===== src/rtl/mul_add_pipe.sv =====
// Fully pipelined shift-add multiply-accumulate: product = merchant*divisor + remainder.
// M stages, one partial product per stage, one operation per cycle, whole-pipe stall on hold.
module mul_add_pipe #(
  parameter int N = 8,
  parameter int M = 8
) (
  input  logic           clk,
  input  logic           rstn,
  input  logic           data_rdy,
  input  logic           hold,
  input  logic [N-1:0]   merchant,
  input  logic [M-1:0]   divisor,
  input  logic [M-1:0]   remainder,
  output logic           res_rdy,
  output logic [N+M-1:0] product
);

  localparam int W = N + M;

  logic [M-1:0] vld_q, vld_d;
  logic [W-1:0] acc_q   [M];
  logic [W-1:0] acc_d   [M];
  logic [W-1:0] a_sh_q  [M];
  logic [W-1:0] a_sh_d  [M];
  logic [M-1:0] b_rem_q [M];
  logic [M-1:0] b_rem_d [M];

  // Partial product for one multiplier bit: the shifted multiplicand or nothing.
  function automatic logic [W-1:0] pp_sel(input logic [W-1:0] a, input logic sel);
    return sel ? a : '0;
  endfunction

  always_comb begin
    for (int k = 0; k < M; k++) begin
      vld_d[k]   = vld_q[k];
      acc_d[k]   = acc_q[k];
      a_sh_d[k]  = a_sh_q[k];
      b_rem_d[k] = b_rem_q[k];
    end
    if (!hold) begin
      // S0: seed the accumulator with the addend plus the first partial product
      vld_d[0]   = data_rdy;
      acc_d[0]   = W'(remainder) + pp_sel(W'(merchant), divisor[0]);
      a_sh_d[0]  = W'(merchant) << 1;
      b_rem_d[0] = divisor >> 1;
      // S1..S(M-1): consume one multiplier bit per stage
      for (int k = 1; k < M; k++) begin
        vld_d[k]   = vld_q[k-1];
        acc_d[k]   = acc_q[k-1] + pp_sel(a_sh_q[k-1], b_rem_q[k-1][0]);
        a_sh_d[k]  = a_sh_q[k-1] << 1;
        b_rem_d[k] = b_rem_q[k-1] >> 1;
      end
    end
  end

  always_ff @(posedge clk) begin
    if (!rstn) begin
      vld_q <= '0;
      for (int k = 0; k < M; k++) begin
        acc_q[k]   <= '0;
        a_sh_q[k]  <= '0;
        b_rem_q[k] <= '0;
      end
    end else begin
      vld_q <= vld_d;
      for (int k = 0; k < M; k++) begin
        acc_q[k]   <= acc_d[k];
        a_sh_q[k]  <= a_sh_d[k];
        b_rem_q[k] <= b_rem_d[k];
      end
    end
  end

  // Last-stage shifter state has no consumer; it is kept only for a uniform stage layout.
  logic unused_tail;
  assign unused_tail = ^{a_sh_q[M-1], b_rem_q[M-1]};

  assign res_rdy = vld_q[M-1];
  assign product = acc_q[M-1];

endmodule


===== config.mk =====
export PLATFORM = sky130hd
export DESIGN_NAME = mul_add_pipe
export DESIGN_NICKNAME = d
export VERILOG_FILES = /design/src/rtl/mul_add_pipe.sv
export SDC_FILE = /design/constraint.sdc
export NUM_CORES = 1
export LEC_CHECK = 0
export BUFFER_PORTS_ARGS = -buffer_cell sky130_fd_sc_hd__buf_2
export CAP_MARGIN = 40
export CORE_MARGIN = 2
export CORE_UTILIZATION = 49
export CTS_BUF_LIST = sky130_fd_sc_hd__clkbuf_4 sky130_fd_sc_hd__clkbuf_8
export DETAILED_ROUTE_END_ITERATION = 16
export GPL_TIMING_DRIVEN = 0
export PLACE_DENSITY_LB_ADDON = 0.1
export SLEW_MARGIN = 20
export SYNTH_ARGS = -nofsm -noshare
export SYNTH_HDL_FRONTEND = slang
export SYNTH_SLANG_ARGS = --single-unit

===== constraint.sdc =====
create_clock -name clk -period 2.3 [get_ports clk]
set_input_delay 0.345 -clock clk [delete_from_list [all_inputs] [get_ports clk]]
set_output_delay 0.345 -clock clk [all_outputs]
set_load 0.01 [all_outputs]

==> impl_results.md <==
- Status: completed
- DR WL/cell: 18.0 µm
- Reg clk slew, reported paths: 0.12 ns
- Drt first pass iters: 5
- Total Routing Usage GR: 23.8%
- CTS Sinks: 192
- CP Launch Type: register
- Mapped Cells: 1075
- Worst setup EP type: register
- HP Start: data_rdy
- Die height: 149 µm
- Worst Hold Endpoint: vld_q[0]
- Worst EP arrival: 2.59 ns
- Largest area contributor in the netlist: dfxtp_1
- Fin util: 54.6%
- H-tree level count: 4
- Worst-margin pin slew: 0.788 ns
- Fin area: 11400 µm²
- First-pass GRT wire length: 40.4 mm
- CP max FO: 9
- Ant. Diodes: 0
- Ranking of synthesized cells by instance count: dfxtp_1 (192), nor2b_1 (137), mux2i_1 (135)
- Hold Slack: 0.0968 ns
- Synthesized area per cell: 9.65 µm²
- Count leader, synth: dfxtp_1
- Synthesized net count: 1175
- Clock buffer count from CTS: 17
- Number of enable flip-flop cells after synthesis: 0
- Mapped Area: 10400 µm²
- Post-DP Area: 10900 µm²
- WP depth: 7
- Clk Latency, worst-skew pair: 0.49 ns
- Final worst slack: 0.107 ns
- Seq cells post-synth: 192
- GPL Wtd Cong: 0.854
- PwrDens: 572 nW/µm²
- Final #Nets: 1236
- Aggregate routed wire length: 25.7 mm
- Most used DFF post-synth: dfxtp_1
- CP Class: register to register
- Vias: 7866
- CTS Root Cell: clkbuf_8
- Final min period: 2.19 ns
- R2r endpoint: acc_q[1][27]
- IO Pins: 45
- Port bufs: 42
- CP Cell Sequence: and2_1, ha_1, fa_2, a211oi_2, o21bai_1, a211o_1, a32o_1
- Final setup viols: 0
- Die Wd: 149 µm
- Worst EP required: 2.69 ns
- Synth area leaders: dfxtp_1 (37%), mux2i_1 (13%), nor2b_1 (8.3%)
- Crit-path leading delay family: compound AO/OA/AOI/OAI gates
- Vias in the first global route: 7517
- FF-to-FF path depth: 7
- Slowest cell on the critical path: fa_2
- Hold path cells: 3
- Worst IR Drop VDD: 0.385 mV
- Synth top area share: 37.1%
- CTS tree: built
- RSZ-0062 raised after global routing: false
- Final period util: 95.4%
- Die area: 22300 µm²
- Rel. slew slack: 47.4%
- Place WS: -0.0230 ns
- CP peak stage delay: 0.40 ns
- Hold Crit Class: input pin to register
- Worst r2r src: b_rem_q[4][0]
- Hold Vio Cnt, Final: 0
- Largest net degree at the start of global routing: 22
- Initial antenna violation count: 0
- Detailed Route Iter0 Violations: 396
- Buf/Inv on CP: 0
- Clk buf depth: 2
- Register area share after synthesis: 37.1%
- Routed Antenna Nets: 0
- LEAKAGE: 5.16 nW
- Post-CTS Hold Buffers: 0
- Total grt overflow: 0
- Max_cap viols: 0
- Syn. warnings: 0
- Number of remaining DRC errors: 0
- Synth unique cells: 52
- Slew Viols, Final: 0
- Synthesis-to-layout area growth: 9.92%
- DP HPWL: 19.5 mm
- Skew final: 0.0194 ns
- Fmax: 456 MHz
- # rows: 53
- Starting Density: 49.6%
- Layout cell share with drive strength beyond 1: 13.0%
- Core area: 20900 µm²
- Ys async rst share: 0%
- Via density: 5.52
- Fillers: 1969
- Setup slack, reg-to-reg: 0.11 ns
-- cells by family after synthesis --
group	Yosys count	share of synthesized area (%)
xor gates and xnor gates	8	0.676
DFF	192	37.1
buffers and inverters	90	4.54
AOI/OAI and AO/OA	200	14.1
and+or+nand+nor	376	21.1
adders and majority gates	72	9.27
muxes	137	13.2
-- per-stage QoR --
stage | cells | setup TNS (ns) | power (mW)
2_1_floorplan | 1075 | 0 | 3.96
3_3_place_gp | 1392 | -0.0233 | 4.16
3_5_place_dp | 1392 | -0.0384 | 4.16
4_1_cts | 1424 | 0 | 6.56
5_1_grt | 1424 | 0 | 6.75
6_report | 1424 | 0 | 6.52
-- power by group --
part | internal, mW | total, mW | switching, mW
Clock | 0.957 | 2.43 | 1.47
Sequential | 3.40 | 3.45 | 0.0518
Combinational | 0.274 | 0.639 | 0.365
Total | 4.63 | 6.52 | 1.89
-- routing by layer --
metal / vias up / global-route usage, % / wire (µm)
met2: 141 / 40.1 / 12100
met5: - / 0 / 0
met4: 0 / 8.71 / 725
met3: 33 / 3.63 / 880
met1: 3737 / 30.9 / 12000
li1: 3955 / - / -
-- worst register-to-register path, stage by stage, from the launching register on --
cell	delay, ns
dfxtp_2	0.39
and2_1	0.17
ha_1	0.24
fa_2	0.40
a211oi_2	0.24
o21bai_1	0.12
a211o_1	0.30
a32o_1	0.25
-- flip-flops by register name, summed over array words and instances (netlist names) --
name / flops
a_sh_q: 56
acc_q: 100
b_rem_q: 28
vld_q: 8
-- how the worst max path moves through the flow --
stage / startpoint / to / slack [ns]
floorplan: b_rem_q[1][0] / acc_q[0][40] / 0.21
global placement: b_rem_q[6][0] / acc_q[1][63] / -0.02
detailed placement: b_rem_q[1][0] / acc_q[0][40] / -0.02
CTS: b_rem_q[1][0] / acc_q[0][40] / 0.007
global route: b_rem_q[6][0] / acc_q[1][62] / 0.02
finish: b_rem_q[4][0] / acc_q[1][27] / 0.11
-- area by class of cell --
type                       count  area (µm²)  area share [%]
multi-input combinational    793        6080            53.3
sequential                   192        3850            33.8
buffer                        69         390            3.43
tap                          275         344            3.02
clock buffer                  17         234            2.05
clock inverter                15         210            1.84
timing repair buffer          42         210            1.84
inverter                      21        80.1           0.703
-- cell usage in the layout (no fill, tap or decap), drive strengths merged, types with 9 or more instances in the layout --
master and n:
nand2 47, a211oi 20, a21oi 21, or4 12, dfxtp 192, and3 9, o211ai 10, a211o 14
and2 87, nand3 12, o21a 19, nor2 37, nor2b 137, buf 89, a21o 12, clkbuf 39
inv 27, o21ai 39, mux2i 135, ha 64, o31ai 20
-- timing repair --
| action | in CTS | in global routing |
|---|---|---|
| setup buffers | 0 | 0 |
| endpoints found under the setup margin | 3 | 6 |
| pin swaps | 0 | 3 |
| gates resized for setup | 3 | 10 |
No activity file was read; power rests on OpenSTA's default activity.
